**src/rtl/nn_pkg.sv**
```systemverilog
// nn_pkg: shared defaults and state type for the output-layer argmax collector
// Exports the default score width, default class count, the collector state
// encoding and the reject class code.
package nn_pkg;
  localparam int DEF_DATA_W = 8;
  localparam int DEF_NUM_CLASSES = 10;
  localparam int REJECT_IDX = DEF_NUM_CLASSES;
  typedef enum logic [1:0] {IDLE, COLLECT, DONE} argmax_state_t;
endpackage

```
**src/rtl/argmax_compare.sv**
```systemverilog
// argmax_compare: decides whether an incoming (score, idx) displaces the held (max, max_idx)
// Ports: first - first beat of frame, always loads
//        score/idx - incoming signed score and its arrival index
//        max/max_idx - currently held winner
//        update - take the incoming beat as the new winner
module argmax_compare import nn_pkg::*; #(
  parameter int DATA_W = DEF_DATA_W,
  parameter int IDX_W = 4
) (
  input  logic                     first,
  input  logic signed [DATA_W-1:0] score,
  input  logic        [IDX_W-1:0]  idx,
  input  logic signed [DATA_W-1:0] max,
  input  logic        [IDX_W-1:0]  max_idx,
  output logic                     update
);
  // Strictly greater wins; on a tie the lower index is kept.
  assign update = first || (score > max) || (score == max && idx < max_idx);
endmodule

```
**src/rtl/output_argmax_collector.sv**
```systemverilog
// output_argmax_collector: serial argmax over one frame of signed output-layer scores
// Ports: clk, rst_n (async, active low)
//        s_valid/s_ready/s_score/s_last - score stream, one beat per output neuron
//        res_valid/res_ready - result handshake
//        res_class/res_score/res_err - winning index, winning score, frame-length error
//        min_score - confidence floor, present only when ARGMAX_MIN_CONF_EN is defined
module output_argmax_collector import nn_pkg::*; #(
  parameter int NUM_CLASSES = DEF_NUM_CLASSES,
  parameter int DATA_W = DEF_DATA_W,
  parameter int IDX_W = $clog2(NUM_CLASSES + 1)
) (
  input  logic                     clk,
  input  logic                     rst_n,
  input  logic                     s_valid,
  output logic                     s_ready,
  input  logic signed [DATA_W-1:0] s_score,
  input  logic                     s_last,
  output logic                     res_valid,
  input  logic                     res_ready,
  output logic        [IDX_W-1:0]  res_class,
  output logic signed [DATA_W-1:0] res_score,
  output logic                     res_err
`ifdef ARGMAX_MIN_CONF_EN
  ,
  input  logic signed [DATA_W-1:0] min_score
`endif
);
  localparam logic [IDX_W-1:0] LAST_IDX = IDX_W'(NUM_CLASSES - 1);
  if (NUM_CLASSES < 2) begin : g_bad_cfg
    $error("output_argmax_collector: NUM_CLASSES must be >= 2");
  end
  argmax_state_t state;
  logic [IDX_W-1:0] count, idx_q, nxt_idx, win_idx;
  logic signed [DATA_W-1:0] max_q, nxt_max;
  logic beat, at_last, frame_end, update;
  assign s_ready = state != DONE;
  assign beat = s_valid && s_ready;
  assign at_last = count == LAST_IDX;
  // A frame closes on whichever comes first: s_last or the final expected beat.
  assign frame_end = s_last || at_last;
  argmax_compare #(.DATA_W(DATA_W), .IDX_W(IDX_W)) u_cmp (
    .first(state == IDLE),
    .score(s_score),
    .idx(count),
    .max(max_q),
    .max_idx(idx_q),
    .update(update)
  );
  assign nxt_max = update ? s_score : max_q;
  assign nxt_idx = update ? count : idx_q;
`ifdef ARGMAX_MIN_CONF_EN
  assign win_idx = (nxt_max < min_score) ? IDX_W'(NUM_CLASSES) : nxt_idx;
`else
  assign win_idx = nxt_idx;
`endif
  always_ff @(posedge clk or negedge rst_n) begin
    if (!rst_n) begin
      state <= IDLE;
      count <= '0;
      max_q <= '0;
      idx_q <= '0;
      res_valid <= 1'b0;
      res_class <= '0;
      res_score <= '0;
      res_err <= 1'b0;
    end else if (beat) begin
      max_q <= nxt_max;
      idx_q <= nxt_idx;
      count <= frame_end ? '0 : count + IDX_W'(1);
      state <= frame_end ? DONE : COLLECT;
      if (frame_end) begin
        res_valid <= 1'b1;
        res_class <= win_idx;
        res_score <= nxt_max;
        res_err <= s_last ^ at_last;
      end
    end else if (res_valid && res_ready) begin
      state <= IDLE;
      res_valid <= 1'b0;
    end
  end
endmodule
```
**config.mk**
```make
export PLATFORM = sky130hd
export DESIGN_NAME = output_argmax_collector
export DESIGN_NICKNAME = d
export VERILOG_FILES = /design/src/rtl/nn_pkg.sv /design/src/rtl/argmax_compare.sv /design/src/rtl/output_argmax_collector.sv
export SDC_FILE = /design/constraint.sdc
export NUM_CORES = 1
export LEC_CHECK = 0
export CAP_MARGIN = 20
export CORE_MARGIN = 1.5
export CORE_UTILIZATION = 40
export DETAILED_ROUTE_END_ITERATION = 7
export HOLD_SLACK_MARGIN = 0.08
export PLACE_DENSITY_LB_ADDON = 0.12
export SETUP_SLACK_MARGIN = 0.05
export SLEW_MARGIN = 20
export SYNTH_ARGS = -nofsm -noshare
export SYNTH_HDL_FRONTEND = slang
export SYNTH_HIERARCHICAL = 1
export SYNTH_SLANG_ARGS = --single-unit
```
**constraint.sdc**
```tcl
create_clock -name clk -period 4.7 [get_ports clk]
set_input_delay 1.175 -clock clk [delete_from_list [all_inputs] [get_ports clk]]
set_output_delay 1.175 -clock clk [all_outputs]
set_load 0.01 [all_outputs]
```
* After elaboration in Yosys (flattened, before gate mapping)
Cells that the tools add are included.
** Operators by class
- Bitwise logic cells :: 1
- Multiplexer cells :: 9
- Equality and inequality tests :: 4
- Shifts and indexed selects :: 0
- Magnitude comparators :: 2
- Add/subtract/negate cells :: 1
- Reductions and logical operators :: 10
- Multiply operators :: 0
- Div/mod/pow operators :: 0
** Operator list (number)
- $eq 8x8->1 :: 1
- $gt 8x8->1 :: 1
- $mux 4 :: 2
- $mux 8 :: 1
- $mux 2 :: 3
- $add 4x1->4 const B :: 1
- $eq 4x4->1 const B :: 1
- $lt 4x4->1 :: 1
- $reduce_and 2->1 :: 2
- $logic_and 1x1->1 :: 3
- $logic_or 1x1->1 :: 3
- $mux 1 :: 3
- $logic_not 2->1 :: 1
- $ne 2x1->1 const B :: 1
- $ne 2x2->1 const B :: 1
- $reduce_bool 2->1 :: 1
- $xor 1x1->1 :: 1
** Storage, ports and cells
- ROM bits :: 0
- Bits in latches :: 0
- Register bits :: 32
- Memories :: 0
- Bits in writable memories :: 0

* Longest topological paths before layout
Gate-level depths: netlist (run 1).
- Word-level depth :: 4
- Gate-level depth with buffers :: 9
- Gate-level depth less buffers :: 8

* Hierarchy
Netlist (run 1), hierarchy kept.
** Modules (own cells, without submodules)
- output_argmax_collector :: area each 1486.4 um2, times used 1, cells each 107
- argmax_compare :: area each 299.0 um2, times used 1, cells each 41

* Worst setup path after synthesis (run 1)
OpenSTA, ideal clock, no wires.
- Path type :: input -> register
- From :: input s_score[5]
- To :: register res_score[0]
- Arrival :: 3177 ps
- Setup time :: 125 ps
- Path buffers :: 1
- Path slack :: 1398 ps
- Cell stages on the path :: 8
- Cell sequence :: ha_1 -> a21o_1 -> a211oi_2 -> a31oi_1 -> or4_1 -> buf_2 -> mux2_2 -> mux2_2
** Between the ends
- Longest elaborated chain between the ends :: 4
- Elaborated cells between the ends (all ways) :: 6
- Classes of those cells :: order compare: 1; eq/ne: 1; mux: 1; reduce/logical: 3
** Ends and longest elaborated chain
- start: declaration :: line output_argmax_collector.sv:16 : input logic signed [DATA_W-1:0] s_score,
- $gt 8x8->1 / $eq 8x8->1 (equally long branches) :: line argmax_compare.sv:18 : assign update = first || (score > max) || (score == max && idx < max_idx);
- $logic_or 1x1->1 / $logic_and 1x1->1 (equally long branches) :: line argmax_compare.sv:18
- $logic_or 1x1->1 * :: line argmax_compare.sv:18
- named net update :: line output_argmax_collector.sv:35 : logic beat, at_last, frame_end, update;
- $mux 8 * :: line output_argmax_collector.sv:49 : assign nxt_max = update ? s_score : max_q;
- end signal: assignment :: line output_argmax_collector.sv:74 : res_score <= nxt_max;
- end: declaration :: line output_argmax_collector.sv:21 : output logic signed [DATA_W-1:0] res_score,
The timed path passes the listed nets; every way through them passes the cells marked *.
A chain may end at the register's enable or synchronous reset.

* Final worst setup path (run 1)
- From :: input s_score[7]
- To :: register idx_q[1]
** Between the ends
- Longest elaborated chain between the ends :: 4
- Elaborated cells between the ends (all ways) :: 6
- Classes of those cells :: order compare: 1; eq/ne: 1; mux: 1; reduce/logical: 3
** Ends and longest elaborated chain
- $gt 8x8->1 / $eq 8x8->1 (equally long branches) :: line argmax_compare.sv:18
- $logic_or 1x1->1 / $logic_and 1x1->1 (equally long branches) :: line argmax_compare.sv:18
- $logic_or 1x1->1 * :: line argmax_compare.sv:18
- named net update :: line output_argmax_collector.sv:35
- $mux 4 * :: line output_argmax_collector.sv:50 : assign nxt_idx = update ? count : idx_q;
- end signal: assignment :: line output_argmax_collector.sv:68 : idx_q <= nxt_idx;
- end: declaration :: line output_argmax_collector.sv:33 : logic [IDX_W-1:0] count, idx_q, nxt_idx, win_idx;
Marked as above.

==> out/metrics.yaml, run 1 <==
global_routing:
  grt_max_degree: 33
  antenna_found_initial: 0
  grt_pass1_wl_um: 5680
  overflow: 0
  first_global_vias: 1239
  track_usage_pct: 14.9
power_and_ir_drop:
  power_density_nw_per_um2: 604
  ir_drop_uv: 269
  p_leak_uw: 0.000999
cts:
  root_buffer: "clkbuf_8"
  cts.path.max_buffers: 2
  cts_tree: "yes"
  cts_buffers: 5
  cts_resized: 0
  clk_pin_slew_ns: 0.07
  clkLatencyLatePin_ns: 0.28
  clock_sinks: 32
  holdBufCountCts: 0
  htree_levels: 2
  cts_setup_buffers: 0
timing:
  fin_skew_ns: 0.00350
  drv_slew: 0
  hold_viol: 0
  period_needed_ns: 3.68
  max_freq_mhz: 272
  setup_tns_ns: 0
  fin_crit_sh_pct: 78.2
  tightest_slew_ns: 0.752
  slew-limit-headroom_pct: 49.7
  finalSetupViolCount: 0
  rsz0062_at_grt: "no"
drt:
  drc: 0
  vias: 1194
  ant_nets: 0
  detail_route.iter0.violations: 43
  viasPerCell: 5.10
  finalWirelength_um: 3290
  wl_per_cell_um: 14.1
  first_pass_iters: 4
worst_setup_path:
  crit_family: "simple AND/OR/NAND/NOR gates"
  regToRegSetupSlack_ns: 1.99
  required_ns: 4.87
  crit_arrival_ns: 3.84
  cp_max_fo: 12
  cp-end-kind: "register"
  slowest_delay_ns: 0.51
  startpoint_type: "input port"
  cp_num_buf_inv: 1
  path_class: "in -> reg"
  crit_slowest_cell: "or4_1"
  cp_cell_sequence: "clkdlybuf4s50_1 -> ha_1 -> nand4_1 -> o21ai_0 -> a31oi_1 -> or4_1 -> nand3_1 -> mux2_2"
cells_and_area:
  design_area_sq_um: 2200
  final_common_cell: "mux2_2"
  fillers: 392
  drive_above_1_share_pct: 29.7
  n_antenna_cell: 0
  nets: 209
  final_cell_mix: "mux2_2 (37), dfrtp_1 (32), clkdlybuf4s50_1 (27)"
  syn2layout_area_growth_pct: 23.3
logic_synthesis:
  synth_area_sq_um: 1790
  ys.warnings.count: 6
  syn_avg_cell_area_sq_um: 12.1
  synth_fp_nets: 176
  synth_top_area_cell: "dfrtp_1"
  syn_inst: 148
  yosysSeqAreaShare_pct: 44.8
  synth_top_area_share_pct: 44.8
  ys_ff_latch: 32
  synth_area_leaders: "dfrtp_1 (45%), mux2_2 (23%), ha_1 (11%)"
  yosysUniqueCellTypes: 34
floorplan:
  die_area_sq_um: 4870
  start_util_pct: 41.3
  core-area_sq_um: 4320
  io_pins: 28
  die_h_um: 69.8
  rows: 24
  die_w_um: 69.8
place:
  dp_hpwl_um: 2380
  place_area_sq_um: 2110
  place.port_buffers: 27
  finalWeightedCongestion: 0.836
status:
  outcome: "finished clean"
worst_hold_path:
  hp-class: "reg -> reg"
job:
  cap_violations: 0
## cell usage after synthesis, drive strengths merged
cell type  number
or4             1
or2             1
inv            16
a2bb2oi         1
a31o            1
a31oi           1
nand2b          4
nand3           4
a21o            1
nand3b          1
o21a            1
nand4           3
mux2i           1
ha             15
a211o           1
dfrtp          32
o211ai          1
a211oi          2
o31ai           1
nand2           5
o21ai           6
and3            1
mux2           37
nor3            2
nor2b           3
nor2            2
a21oi           1
buf             3
## routing by layer
metal  GRT usage [%]  part of all wire, %  wire length, um
met1            18.8                   47             1550
met2            23.5                   47             1550
met3            5.23                  4.5              149
met4            5.34                  1.3               42
met5               0                    0                0
## kinds of logic after synthesis
family / synth area share [%]
multiplexers: 23.9
AND/OR/NAND/NOR: 9.25
flip-flops: 44.8
AO/OA/AOI/OAI: 6.59
adder cells (fa/ha/maj): 10.5
buffers and inverters: 4.91
## worst register-to-register path, stage by stage, from the launching register on
cell and delay [ns]:
dfrtp_1 0.37, inv_1 0.05, ha_1 0.30, nand4_1 0.18
o21ai_0 0.22, a31oi_1 0.06, or4_1 0.51, nand3_1 0.49
mux2_2 0.41
## flip-flops by register name, summed over array words and instances (netlist names)
register / flops
max_q: 8
res_score: 8
count: 4
idx_q: 4
res_class: 4
state: 2
res_err: 1
res_valid: 1
## path summary, 6_finish.rpt
kind	start	end	cells past startpoint
setup / recovery	s_score[7]	idx_q[1]	8
hold / removal	res_score[6]	res_score[6]	1
setup reg to reg	max_q[7]	idx_q[1]	8
hold reg to reg	res_score[6]	res_score[6]	1
max in group asynchronous	rst_n	max_q[1]	2
min in group asynchronous	rst_n	res_score[3]	2
## cell type report
class                   count  area, sq um  area share (%)
repair buffers             29          285            13.0
flip-flops and latches     32          801            36.4
clock inverters             2         10.0           0.455
inverters                  16         60.1            2.73
clock buffers               6         82.6            3.75
well taps                  52         65.1            2.96
multi-input cells          97          897            40.8
## stage by stage
| step | setup slack (ns) | total power [uW] | hold WS, ns | std cells | utilization (%) |
|---|---|---|---|---|---|
| after floorplan | 1.40 | 897 | 0.498 | 148 | - |
| after global placement | 0.799 | 1110 | 0.488 | 226 | 48.8 |
| after detailed placement | 0.726 | 1120 | 0.494 | 226 | 48.8 |
| after CTS | 1.02 | 1350 | 0.509 | 234 | 50.9 |
| after global routing | 0.887 | 1440 | 0.523 | 234 | 50.9 |
| final | 1.02 | 1330 | 0.507 | 234 | 50.9 |
## power by group
part           switching [uW]  internal, uW
Combinational             258           366
Sequential               88.4           399
Clock                     102           117
Total                     448           882
(Power assumes the default switching activity.)
==> run 2, diff against run 1 <==
- clock period: 4.7 -> 3.6 ns (I/O delays scaled with it)
==> run 2 against run 1 <==
Against the previous run:
- non-clock buffer count grew 5
- worst hold slack hardly changed
- via count is 1.9% higher
- clock skew increased by 0.0015 ns
- design area increased by 1.7%
- die area did not move
- first-iteration DRC count shrank 26%
- power increased by 34%
- critical endpoint is now res_score[2]
==> out/metrics.yaml, run 2 (synthesized netlist as in run 1, its figures left out) <==
status:
  outcome: "finished clean"
power_and_ir_drop:
  ir_drop_uv: 339
  clkPwrFrac_pct: 15.8
  swShare_pct: 33.7
  comb_power_share_pct: 48.3
  p_leak_uw: 0.00102
  internal_power_uw: 1180
  p_sw_uw: 602
  power_density_nw_per_um2: 797
  p_seq_share_pct: 35.9
worst_setup_path:
  path_class: "in -> reg"
  startpoint_type: "input port"
  required_ns: 3.77
  crit_arrival_ns: 3.47
  cp_max_fo: 5
  cp-end-kind: "register"
cells_and_area:
  syn2layout_area_growth_pct: 25.4
  drive_above_1_share_pct: 31.6
  nets: 214
  final_cell_mix: "mux2_2 (37), dfrtp_1 (32), clkdlybuf4s50_1 (27)"
  fillers: 401
  n_antenna_cell: 0
  reg_top3: "max_q x8, res_score x8"
  final_common_cell: "mux2_2"
  design_area_sq_um: 2240
drt:
  ant_nets: 0
  viasPerCell: 5.09
  detail_route.iter0.violations: 32
  drc: 0
  vias: 1217
  finalWirelength_um: 3520
  first_pass_iters: 4
  wl_per_cell_um: 14.7
global_routing:
  overflow: 0
  first_global_vias: 1311
  track_usage_pct: 16.4
  grt_max_degree: 33
  grt_pass1_wl_um: 6320
  antenna_found_initial: 0
floorplan:
  core-area_sq_um: 4320
  io_pins: 28
  die_w_um: 69.8
  die_area_sq_um: 4870
  start_util_pct: 41.3
  rows: 24
  die_h_um: 69.8
timing:
  period_needed_ns: 3.31
  slew-limit-headroom_pct: 70.4
  drv_slew: 0
  max_freq_mhz: 302
  hold_slack_ns: 0.507
  finalSetupViolCount: 0
  hold_viol: 0
  fin_crit_sh_pct: 91.9
  fin_skew_ns: 0.00501
  rsz0062_at_grt: "no"
  setup_tns_ns: 0
  tightest_slew_ns: 0.442
place:
  dp_hpwl_um: 2610
  place_area_sq_um: 2150
  place.port_buffers: 27
  finalWeightedCongestion: 0.818
cts:
  root_buffer: "clkbuf_8"
  clk_pin_slew_ns: 0.06
  cts_buffers: 5
  clkLatencyLatePin_ns: 0.28
  cts.path.max_buffers: 2
  clock_sinks: 32
  cts_resized: 0
  cts_tree: "yes"
  holdBufCountCts: 0
  cts_setup_buffers: 0
  htree_levels: 2
job:
  cap_violations: 0
worst_hold_path:
  hp-class: "reg -> reg"
## run 2: changes by cell type in the layout (fill, tap and decap cells not counted), sizes merged
cell,delta
buf,+5
## run 2: layout make-up
type	instances	area (sq um)	area share, %
multi-input cells	97	897	40.1
flip-flops and latches	32	801	35.8
repair buffers	34	323	14.4
clock buffers	6	82.6	3.69
well taps	52	65.1	2.91
inverters	16	60.1	2.68
clock inverters	2	10.0	0.447
## run 2: final timing paths
check / startpoint / endpoint / slack (ns) / cells past startpoint
setup / recovery: s_score[5] / res_score[2] / 0.29 / 9
hold / removal: res_score[6] / res_score[6] / 0.51 / 1
setup reg to reg: max_q[5] / res_score[2] / 0.99 / 9
hold reg to reg: res_score[6] / res_score[6] / 0.51 / 1
max in group asynchronous: rst_n / count[3] / 2.28 / 2
min in group asynchronous: rst_n / res_score[5] / 1.02 / 2
## run 2: metrics by stage
stage	instances	util, %	power (uW)	setup slack [ns]
6_report	239	51.8	1780	0.293
5_1_grt	239	51.8	1930	0.206
4_1_cts	239	51.8	1810	0.307
3_5_place_dp	231	49.6	1510	0.00843
3_3_place_gp	231	49.6	1480	0.0732
2_1_floorplan	148	-	1170	0.573
## run 2: critical path, cell delays in order
cell and delay, ns:
clkdlybuf4s50_1 0.45, ha_1 0.32, a21o_1 0.19, a211oi_2 0.21, a31oi_1 0.10, or4_1 0.56, buf_4 0.20, mux2_2 0.27
mux2_2 0.27
## run 2: routing by layer
layer	track usage (%)	part of all wire (%)	vias to the layer above
li1	-	-	603
met1	21.9	48	579
met2	25.0	46	26
met3	5.09	3.9	9
met4	5.98	2.1	0
met5	0	0	-
## run 2: power groups by stage
stage          clock (uW)  sequential [uW]  combinational, uW
2_1_floorplan           0              654                517
3_3_place_gp            0              638                847
3_5_place_dp            0              650                863
4_1_cts               294              643                871
5_1_grt               308              668                950
6_report              283              640                861
==> run 3, diff against run 2 <==
- CORE_MARGIN: 1.5 -> 2
- MAX_ROUTING_LAYER: not set -> met4
==> run 3 against run 2 <==
Against the previous run:
- non-clock buffer count shrank 2
- flip-flop and latch count unchanged
- critical endpoint is now res_score[7]
- via count shrank 0.33%
- design area is 1.7% lower
- highest routed layer unchanged
- power fell by 4.0%
- clock-buffer cell count shrank 1
- wire length down 5.5%
- critical path depth unchanged
- combinational power down 3.0%
- die area rose by 2.9%
- first-iteration DRC count is 25% higher
- clock power is 16% lower
==> out/metrics.yaml, run 3 (synthesized netlist as in run 1, its figures left out) <==
timing:
  rsz0062_at_grt: "no"
  max_freq_mhz: 305
  slew-limit-headroom_pct: 71.5
  fin_skew_ns: 0.00541
  setup_tns_ns: 0
  fin_crit_sh_pct: 91.1
  period_needed_ns: 3.28
  fin_ws_ns: 0.321
  hold_viol: 0
  finalSetupViolCount: 0
  drv_slew: 0
  tightest_slew_ns: 0.427
cts:
  clock_sinks: 32
  cts_setup_buffers: 0
  clkLatencyLatePin_ns: 0.27
  cts_tree: "yes"
  holdBufCountCts: 0
  cts.path.max_buffers: 2
  root_buffer: "clkbuf_8"
  htree_levels: 2
  clk_pin_slew_ns: 0.06
  cts_resized: 0
  cts_buffers: 5
drt:
  vias: 1213
  first_pass_iters: 2
  drc: 0
  detail_route.iter0.violations: 40
  finalWirelength_um: 3330
  ant_nets: 0
  wl_per_cell_um: 14.2
  viasPerCell: 5.18
worst_setup_path:
  crit_arrival_ns: 3.44
  path_class: "in -> reg"
  cp_max_fo: 12
  cp-end-kind: "register"
  startpoint_type: "input port"
  required_ns: 3.76
place:
  finalWeightedCongestion: 0.845
  dp_hpwl_um: 2480
  place.port_buffers: 27
  pre_cts_ws_ns: 0.0488
global_routing:
  grt_pass1_wl_um: 5760
  overflow: 0
  track_usage_pct: 15.0
  antenna_found_initial: 0
  grt_max_degree: 33
  first_global_vias: 1257
cells_and_area:
  final_common_cell: "mux2_2"
  nets: 212
  syn2layout_area_growth_pct: 23.2
  reg_top3: "max_q x8, res_score x8"
  n_antenna_cell: 0
  fillers: 396
  drive_above_1_share_pct: 29.7
  final_cell_mix: "mux2_2 (37), dfrtp_1 (32), clkdlybuf4s50_1 (27)"
floorplan:
  io_pins: 28
  die_area_sq_um: 5010
  start_util_pct: 41.3
  core-area_sq_um: 4320
  die_h_um: 70.8
  rows: 24
  die_w_um: 70.8
status:
  outcome: "finished clean"
power_and_ir_drop:
  p_leak_uw: 0.000998
  ir_drop_uv: 328
  power_density_nw_per_um2: 778
job:
  cap_violations: 0
worst_hold_path:
  hp-class: "reg -> reg"
-- run 3: cell types whose count changed in the layout (fill, tap and decap cells not counted), sizes merged --
cell,delta
clkbuf,-1
clkinv,-2
buf,-2
-- run 3: per-stage QoR --
step / hold WS (ns) / util, % / cell area (sq um) / total power (uW) / instances
5_1_grt: 0.530 / 50.9 / 2200 / 1860 / 234
6_report: 0.509 / 50.9 / 2200 / 1710 / 234
3_5_place_dp: 0.494 / 49.3 / 2130 / 1490 / 229
4_1_cts: 0.513 / 50.9 / 2200 / 1740 / 234
3_3_place_gp: 0.489 / 49.3 / 2130 / 1460 / 229
2_1_floorplan: 0.498 / - / 1790 / 1170 / 148
-- run 3: path summary, 6_finish.rpt --
path                                    from      endpoint  slack [ns]  depth (start not counted)
worst max-delay path              s_score[5]  res_score[7]        0.32                          9
worst min-delay path            res_class[3]  res_class[3]        0.51                          1
worst max register to register      max_q[5]  res_score[7]        1.01                          9
worst min register to register  res_class[3]  res_class[3]        0.51                          1
max in group asynchronous              rst_n  res_score[6]        2.27                          2
min in group asynchronous              rst_n  res_score[2]        1.03                          2
-- run 3: power breakdown --
part | leakage [uW] | switching, uW | internal, uW | total, uW
clock | 0.0000359 | 114 | 124 | 238
combinational | 0.000567 | 342 | 493 | 835
sequential | 0.000395 | 117 | 522 | 639
total | 0.000998 | 573 | 1140 | 1710
-- run 3: layer usage --
layer	track usage [%]	routed length, um
met1	19.7	1650
met2	22.8	1530
met3	3.56	89
met4	5.66	59
met5	-	0
-- run 3: area by class of cell --
class / instances / area (sq um) / share of cell area (%)
inverters: 16 / 60.1 / 2.73
multi-input cells: 97 / 897 / 40.8
well taps: 52 / 65.1 / 2.96
clock buffers: 5 / 68.8 / 3.13
repair buffers: 32 / 308 / 14.0
flip-flops and latches: 32 / 801 / 36.4
-- run 3: worst max-delay path: stages --
cell and delay, ns:
clkdlybuf4s50_1 0.44, ha_1 0.32, a21o_1 0.19, a211oi_2 0.21, a31oi_1 0.10, or4_1 0.50
buf_4 0.22, mux2_2 0.29, mux2_2 0.26
